===== config.mk =====
export PLATFORM = sky130hd
export DESIGN_NAME = xe1ap_multimode_flat
export DESIGN_NICKNAME = d
export VERILOG_FILES = /design/src/rtl/xe1ap_multimode_if.sv /design/src/rtl/xe1ap_multimode.sv /design/src/flat_wrapper.sv
export SDC_FILE = /design/constraint.sdc
export NUM_CORES = 1
export LEC_CHECK = 0
export CAP_MARGIN = 40
export CORE_ASPECT_RATIO = 0.6
export CORE_UTILIZATION = 53
export DETAILED_ROUTE_END_ITERATION = 10
export PLACE_DENSITY = 0.81
export SLEW_MARGIN = 20
export SYNTH_ARGS = -nofsm -noshare
export SYNTH_HDL_FRONTEND = slang
export SYNTH_SLANG_ARGS = --single-unit

===== constraint.sdc =====
create_clock -name clk_sys -period 4.4 [get_ports clk_sys]
set_clock_uncertainty 0.2 [all_clocks]
set_input_delay 1.1 -clock clk_sys [delete_from_list [all_inputs] [get_ports clk_sys]]
set_output_delay 1.1 -clock clk_sys [all_outputs]
set_load 0.01 [all_outputs]

===== src/rtl/xe1ap_multimode_if.sv =====
// Pad-side bundle between the PC Engine port multiplexer (master) and the
// XE-1AP emulator (slave): request in, handshake lines and status out.
interface xe1ap_multimode_if;
    logic       req;
    logic       trg1;
    logic       trg2;
    logic [3:0] data;
    logic       run_btn;
    logic       select_btn;
    logic       busy;
    logic       done;

    modport master (
        output req,
        input  trg1, trg2, data, run_btn, select_btn, busy, done
    );

    modport slave (
        input  req,
        output trg1, trg2, data, run_btn, select_btn, busy, done
    );
endinterface


===== src/rtl/xe1ap_multimode.sv =====
// XE-1AP analog pad emulator: on a synchronised req edge, snapshot the pad and
// stream a 12-nibble frame over data/trg1/trg2 with microsecond-accurate timing.
//
// state | meaning
// IDLE  | waiting for a req edge, outputs parked
// LEAD  | lead-in delay before the first nibble
// CYC   | one of six two-nibble handshake cycles
// FIN   | single-clock wrap-up, pulses done
module xe1ap_multimode #(
    parameter int CLKPERUSEC = 50,
    parameter int T_FIRST    = 68,
    parameter int T_ACK      = 13,
    parameter int T_LO       = 17,
    parameter int T_HI       = 30,
    parameter int T_TRG1     = 34,
    parameter int T_PERIOD   = 50,
    parameter int SLOW_MULT  = 2
) (
    input  logic             clk_sys,
    input  logic             reset,
    input  logic [31:0]      joystick_0,
    input  logic [15:0]      joystick_l_analog_0,
    input  logic [15:0]      joystick_r_analog_0,
    input  logic             slow_mode,
    xe1ap_multimode_if.slave pad
);
    localparam int T_LONG = (T_FIRST > T_PERIOD) ? T_FIRST : T_PERIOD;
    localparam int US_W0  = $clog2(T_LONG * SLOW_MULT + 1);
    localparam int US_W   = (US_W0 > 9) ? US_W0 : 9;
    localparam logic [7:0] TICK_LOAD = 8'(CLKPERUSEC - 1);

    typedef enum logic [1:0] {IDLE, LEAD, CYC, FIN} state_t;

    state_t          state_q, state_d;
    logic            req_s1_q, req_s1_d, req_s2_q, req_s2_d, req_s3_q, req_s3_d;
    logic [7:0]      tick_q, tick_d;
    logic [US_W-1:0] us_q, us_d;
    logic [2:0]      cyc_q, cyc_d;
    logic            slow_q, slow_d;
    logic [47:0]     frame_q, frame_d;
    logic            trg1_q, trg1_d, trg2_q, trg2_d;
    logic [3:0]      data_q, data_d;
    logic            run_q, run_d, sel_q, sel_d;
    logic            busy_q, busy_d, done_q, done_d;

    logic            req_edge;
    logic            tick;
    logic [US_W-1:0] us_inc;
    logic [US_W-1:0] t_first, t_ack, t_lo, t_hi, t_trg1, t_period;
    logic [7:0]      off_x, off_y, thr;
    logic [3:0]      nib_btn, nib_sys;
    logic [47:0]     snapshot;
    logic            unused_inputs;

    function automatic logic [US_W-1:0] eff(input int t, input logic slow);
        return slow ? US_W'(t * SLOW_MULT) : US_W'(t);
    endfunction

    assign req_edge = req_s2_q & ~req_s3_q;
    assign us_inc   = us_q + US_W'(1);

    assign t_first  = eff(T_FIRST,  slow_q);
    assign t_ack    = eff(T_ACK,    slow_q);
    assign t_lo     = eff(T_LO,     slow_q);
    assign t_hi     = eff(T_HI,     slow_q);
    assign t_trg1   = eff(T_TRG1,   slow_q);
    assign t_period = eff(T_PERIOD, slow_q);

    // Signed axes become offset binary; throttle is inverted offset binary.
    assign off_y   = {~joystick_l_analog_0[15], joystick_l_analog_0[14:8]};
    assign off_x   = {~joystick_l_analog_0[7],  joystick_l_analog_0[6:0]};
    assign thr     = ~{~joystick_r_analog_0[15], joystick_r_analog_0[14:8]};
    assign nib_btn = {~joystick_0[4], ~joystick_0[5], 2'b11};
    assign nib_sys = {2'b11, ~joystick_0[7], ~joystick_0[6]};

    // Nibble 1 sits in the low bits; the frame shifts right as nibbles go out.
    assign snapshot = {4'hF, nib_btn, 4'h0, thr[3:0], off_x[3:0], off_y[3:0],
                       4'h0, thr[7:4], off_x[7:4], off_y[7:4], nib_sys, nib_btn};

    assign unused_inputs = ^{joystick_0[31:8], joystick_0[3:0], joystick_r_analog_0[7:0]};

    always_comb begin
        state_d  = state_q;
        req_s1_d = pad.req;
        req_s2_d = req_s1_q;
        req_s3_d = req_s2_q;
        tick_d   = tick_q;
        us_d     = us_q;
        cyc_d    = cyc_q;
        slow_d   = slow_q;
        frame_d  = frame_q;
        trg1_d   = trg1_q;
        trg2_d   = trg2_q;
        data_d   = data_q;
        run_d    = run_q;
        sel_d    = sel_q;
        busy_d   = busy_q;
        done_d   = 1'b0;
        tick     = 1'b0;

        if (state_q != IDLE) begin
            if (tick_q == 8'd0) begin
                tick   = 1'b1;
                tick_d = TICK_LOAD;
                us_d   = us_inc;
            end else begin
                tick_d = tick_q - 8'd1;
            end
        end

        // A req edge in any state (re)starts the transfer without a done pulse.
        if (req_edge) begin
            state_d = LEAD;
            frame_d = snapshot;
            slow_d  = slow_mode;
            run_d   = ~joystick_0[7];
            sel_d   = ~joystick_0[6];
            busy_d  = 1'b1;
            us_d    = '0;
            tick_d  = TICK_LOAD;
            cyc_d   = 3'd0;
            trg1_d  = 1'b0;
            trg2_d  = 1'b1;
            data_d  = 4'hF;
        end else begin
            case (state_q)
                IDLE: ;
                LEAD: begin
                    if (tick && us_inc == t_first) begin
                        data_d  = frame_q[3:0];
                        frame_d = {4'hF, frame_q[47:4]};
                        trg2_d  = 1'b0;
                        cyc_d   = 3'd1;
                        us_d    = '0;
                        state_d = CYC;
                    end
                end
                CYC: begin
                    if (tick) begin
                        if (us_inc == t_ack) begin
                            trg1_d = 1'b1;
                            trg2_d = 1'b1;
                        end
                        if (us_inc == t_lo) begin
                            data_d  = frame_q[3:0];
                            frame_d = {4'hF, frame_q[47:4]};
                            trg2_d  = 1'b0;
                        end
                        if (us_inc == t_hi) begin
                            trg2_d = 1'b1;
                        end
                        if (us_inc == t_trg1) begin
                            trg1_d = 1'b0;
                            if (cyc_q == 3'd6) begin
                                state_d = FIN;
                            end
                        end
                        if (us_inc == t_period) begin
                            data_d  = frame_q[3:0];
                            frame_d = {4'hF, frame_q[47:4]};
                            trg2_d  = 1'b0;
                            cyc_d   = cyc_q + 3'd1;
                            us_d    = '0;
                        end
                    end
                end
                FIN: begin
                    trg1_d  = 1'b0;
                    trg2_d  = 1'b1;
                    data_d  = 4'hF;
                    busy_d  = 1'b0;
                    done_d  = 1'b1;
                    state_d = IDLE;
                end
                default: state_d = IDLE;
            endcase
        end
    end

    always_ff @(posedge clk_sys) begin
        if (reset) begin
            state_q  <= IDLE;
            req_s1_q <= 1'b0;
            req_s2_q <= 1'b0;
            req_s3_q <= 1'b0;
            tick_q   <= 8'd0;
            us_q     <= '0;
            cyc_q    <= 3'd0;
            slow_q   <= 1'b0;
            frame_q  <= '1;
            trg1_q   <= 1'b0;
            trg2_q   <= 1'b1;
            data_q   <= 4'hF;
            run_q    <= 1'b1;
            sel_q    <= 1'b1;
            busy_q   <= 1'b0;
            done_q   <= 1'b0;
        end else begin
            state_q  <= state_d;
            req_s1_q <= req_s1_d;
            req_s2_q <= req_s2_d;
            req_s3_q <= req_s3_d;
            tick_q   <= tick_d;
            us_q     <= us_d;
            cyc_q    <= cyc_d;
            slow_q   <= slow_d;
            frame_q  <= frame_d;
            trg1_q   <= trg1_d;
            trg2_q   <= trg2_d;
            data_q   <= data_d;
            run_q    <= run_d;
            sel_q    <= sel_d;
            busy_q   <= busy_d;
            done_q   <= done_d;
        end
    end

    assign pad.trg1       = trg1_q;
    assign pad.trg2       = trg2_q;
    assign pad.data       = data_q;
    assign pad.run_btn    = run_q;
    assign pad.select_btn = sel_q;
    assign pad.busy       = busy_q;
    assign pad.done       = done_q;
endmodule

===== src/flat_wrapper.sv =====
// flat-port wrapper written by rule: the top's interface ports become plain ports
module xe1ap_multimode_flat 
#(
    parameter int CLKPERUSEC = 50,
    parameter int T_FIRST    = 68,
    parameter int T_ACK      = 13,
    parameter int T_LO       = 17,
    parameter int T_HI       = 30,
    parameter int T_TRG1     = 34,
    parameter int T_PERIOD   = 50,
    parameter int SLOW_MULT  = 2
)
  (clk_sys, reset, joystick_0, joystick_l_analog_0, joystick_r_analog_0, slow_mode, pad_req, pad_trg1, pad_trg2, pad_data, pad_run_btn, pad_select_btn, pad_busy, pad_done);
  xe1ap_multimode_if pad_i ();
  input  logic clk_sys;
  input  logic reset;
  input  logic [31:0] joystick_0;
  input  logic [15:0] joystick_l_analog_0;
  input  logic [15:0] joystick_r_analog_0;
  input  logic slow_mode;
  input wire logic [$bits(pad_i.req)-1:0] pad_req;
  output wire logic [$bits(pad_i.trg1)-1:0] pad_trg1;
  output wire logic [$bits(pad_i.trg2)-1:0] pad_trg2;
  output wire logic [$bits(pad_i.data)-1:0] pad_data;
  output wire logic [$bits(pad_i.run_btn)-1:0] pad_run_btn;
  output wire logic [$bits(pad_i.select_btn)-1:0] pad_select_btn;
  output wire logic [$bits(pad_i.busy)-1:0] pad_busy;
  output wire logic [$bits(pad_i.done)-1:0] pad_done;
  assign pad_i.req = pad_req;
  assign pad_trg1 = pad_i.trg1;
  assign pad_trg2 = pad_i.trg2;
  assign pad_data = pad_i.data;
  assign pad_run_btn = pad_i.run_btn;
  assign pad_select_btn = pad_i.select_btn;
  assign pad_busy = pad_i.busy;
  assign pad_done = pad_i.done;
  xe1ap_multimode #(.CLKPERUSEC(CLKPERUSEC), .T_FIRST(T_FIRST), .T_ACK(T_ACK), .T_LO(T_LO), .T_HI(T_HI), .T_TRG1(T_TRG1), .T_PERIOD(T_PERIOD), .SLOW_MULT(SLOW_MULT)) u_core (.clk_sys(clk_sys), .reset(reset), .joystick_0(joystick_0), .joystick_l_analog_0(joystick_l_analog_0), .joystick_r_analog_0(joystick_r_analog_0), .slow_mode(slow_mode), .pad(pad_i));
endmodule

==> results.md, run 1 <==
* Total global-route track usage at 27.6%
* Post-synth top flop: dfxtp_1
* CTS max path bufs at 2
* DP Area at 4810 sq um
* Ports at 78
* Initial antenna violation count at 0
* R2r startpoint: u_core.us_q[1]
* Initial Util at 55.1%
* Postcts setup bufs at 0
* PwrDens at 553 nW/um^2
* H-tree Lvls at 3
* Row count at 25
* Drt via density at 6.39
* Flop pwr share at 32.4%
* Post-synth cell types at 61
* Wire length per cell at 17.4 microns
* Diode count at 0
* RePlAce Congestion at 0.900
* Tightest Pin Transition at 0.670 ns
* Psw at 1.15 mW
* Pins Over Slew Limit at 0
* Status: completed
* Commonest non-fill, non-tap cell in the layout: dfxtp_1
* Clock root cell: clkbuf_16
* TritonCTS clock tree: built
* Clk network pwr share at 26.3%
* RR Endpoint: u_core.frame_q[21]
* Vias post-DR at 4,196
* Setup TNS at 0 ns
* Area growth syn-to-layout at 16.9%
* Most frequent cells in the layout: dfxtp_1 (77), nor3_1 (47), nor2_1 (41)
* Largest net degree at the start of global routing at 44
* Chip width at 119 microns
* Number of synthesized flops with an enable pin at 0
* Hold Path End: u_core.req_s2_q
* Gr ovfl total at 0
* Syn. warnings at 0
* Flops & latches, synth at 77
* Vias in the first global route at 3,847
* Post-Syn Instances at 526
* CTS Buf Count at 9
* Final Hold Fails at 0
* Core ar. at 7950 sq um
* Worst VDD drop at 0.000418 V
* Post_cts resized at 0
* Syn_area_per_cell at 8.32 sq um
* R2r setup slk at 0.44 ns
* RSZ-0062 raised after global routing: no
* Crit path DAT at 3.98 ns
* Leak at 1.76 nW
* Hold path startpoint: u_core.req_s1_q
* Async S/R FF share, synth at 0%
* Wirelength, routed at 11.4 mm
* Post-Syn Area at 4380 sq um
* Clk slew on worst S/H paths at 0.06 ns
* Combinational fraction of design power at 41.3%
* Final setup vio count at 0
* Net Sw Frac at 40.6%
* Worst hold-check path type: flop to flop
* Cts hold-fix bufs at 0
* Post-DP HPWL at 7.72 mm
* Crit path launch type: flop
* Sequential fraction of the synthesis area at 35.2%
* Buffers on Ports at 41
* DR iter-0 viols at 437
* Residual DRC count at 0
* Syn_nets at 605
* # clock sinks at 77
* Die Height at 72.4 microns
* Crit path kind: flop to flop
* Tmin final at 3.96 ns
* DIE AREA at 8640 sq um
* WP data required at 4.43 ns
* Fmax at 253 MHz
* Internal power at 1.68 mW
* First-pass GRT wire length at 18.9 mm
* Clk Latency, worst-skew pair at 0.34 ns
* WHS Path Cells at 1
* Number of nets in the layout at 623
* CP Capture Type: flop
* Worst reg2reg path depth at 10
* Final period util at 89.9%
* Slew Limit Headroom at 54.7%
* CP Max Fanout at 23
* DRT antenna net count at 0
* Fin area at 5120 sq um
* Maximum Capacitance Violations at 0
* Layout cells sized above 1 at 8.74%
* Pre-antenna DRT Iters at 5
## power groups by stage
stage | Clock [mW] | Combinational [mW] | Sequential, mW
6_report | 0.743 | 1.17 | 0.918
5_1_grt | 0.779 | 1.27 | 0.931
4_1_cts | 0.755 | 1.14 | 0.914
3_5_place_dp | 0 | 1.13 | 0.926
3_3_place_gp | 0 | 1.09 | 0.918
2_1_floorplan | 0 | 0.856 | 0.906
## critical path, stage by stage (launching register included)
cell	delay, ns
dfxtp_1	0.51
ha_1	0.48
nand2_1	0.18
or3_1	0.48
nand4_1	0.20
a211oi_2	0.13
a2111oi_2	0.61
buf_4	0.31
buf_4	0.29
nor4_1	0.13
a311o_1	0.33
## per-layer routing
metal,track usage (%),part of all wire [%],vias up
met5,0,0,-
met4,7.92,0.67,0
met3,7.08,7.9,12
met2,41.1,43,187
met1,39.2,48,1994
li1,-,-,2003
## area by class of cell
| type | instances | area, sq um |
|---|---|---|
| tap | 108 | 135 |
| sequential | 77 | 1540 |
| clock buffer | 12 | 246 |
| fill | 697 | 2830 |
| multi-input combinational | 386 | 2560 |
| inverter | 11 | 41.3 |
| clock inverter | 4 | 47.5 |
| timing repair buffer | 59 | 544 |
## stage by stage
stage	util [%]	total power, mW	std cells	hold WS [ns]	worst slack, ns
finish	64.4	2.83	657	0.255	0.445
global route	64.4	2.98	657	0.288	0.279
CTS	64.3	2.81	656	0.256	0.560
detailed placement	60.6	2.06	640	0.233	0.576
global placement	60.6	2.01	640	0.237	0.664
floorplan	-	1.76	526	0.214	1.18
## flip-flops by register name, summed over array words and instances (netlist names)
name,count
u_core.req_s3_q,1
u_core.pad.trg2,1
u_core.us_q,9
u_core.pad.select_btn,1
u_core.cyc_q,3
u_core.pad.run_btn,1
u_core.tick_q,8
u_core.pad.busy,1
u_core.req_s2_q,1
u_core.pad.data,4
u_core.slow_q,1
u_core.frame_q,41
u_core.pad.trg1,1
u_core.req_s1_q,1
u_core.state_q,2
u_core.pad.done,1
## worst max-delay path by stage
stage / start / end / slack [ns]
finish: u_core.us_q[1] / u_core.frame_q[21] / 0.44
detailed placement: u_core.us_q[1] / u_core.frame_q[0] / 0.58
CTS: u_core.us_q[1] / u_core.frame_q[21] / 0.56
floorplan: u_core.us_q[1] / u_core.frame_q[20] / 1.18
global route: u_core.us_q[1] / u_core.frame_q[21] / 0.28
global placement: u_core.us_q[1] / u_core.frame_q[21] / 0.66
## cell usage after synthesis (12+ instances only)
master	n	area (sq um)
nand2_1	29	109
clkbuf_1	31	116
dfxtp_1	77	1540
nor4_1	16	100
o21ai_0	14	70.1
nand3_1	13	65.1
a21oi_1	22	110
nor4b_1	20	175
buf_2	13	65.1
or3_1	12	75.1
nor3_1	47	235
a211oi_1	29	218
nor2_1	41	154
## cells by family (layout without fill, tap and decap cells)
logic type,after synthesis,in the layout,share of synthesized area [%]
buf+inv,63,86,6.46
flops,77,77,35.2
compound gates,119,119,19.8
xor+xnor,15,15,3.00
simple gates,233,233,30.5
fa+ha+maj,11,11,3.14
mux,8,8,1.89
Note: power is estimated with default switching activity, not from simulation.
==> run 2, diff against run 1 <==
--- a/config.mk
+++ b/config.mk
@@ -14,3 +14,4 @@
 export SYNTH_ARGS = -nofsm -noshare
 export SYNTH_HDL_FRONTEND = slang
 export SYNTH_SLANG_ARGS = --single-unit
+export TNS_END_PERCENT = 10
==> results of run 2 <==
Final layout, timing and power as in run 1 (identical DEF).
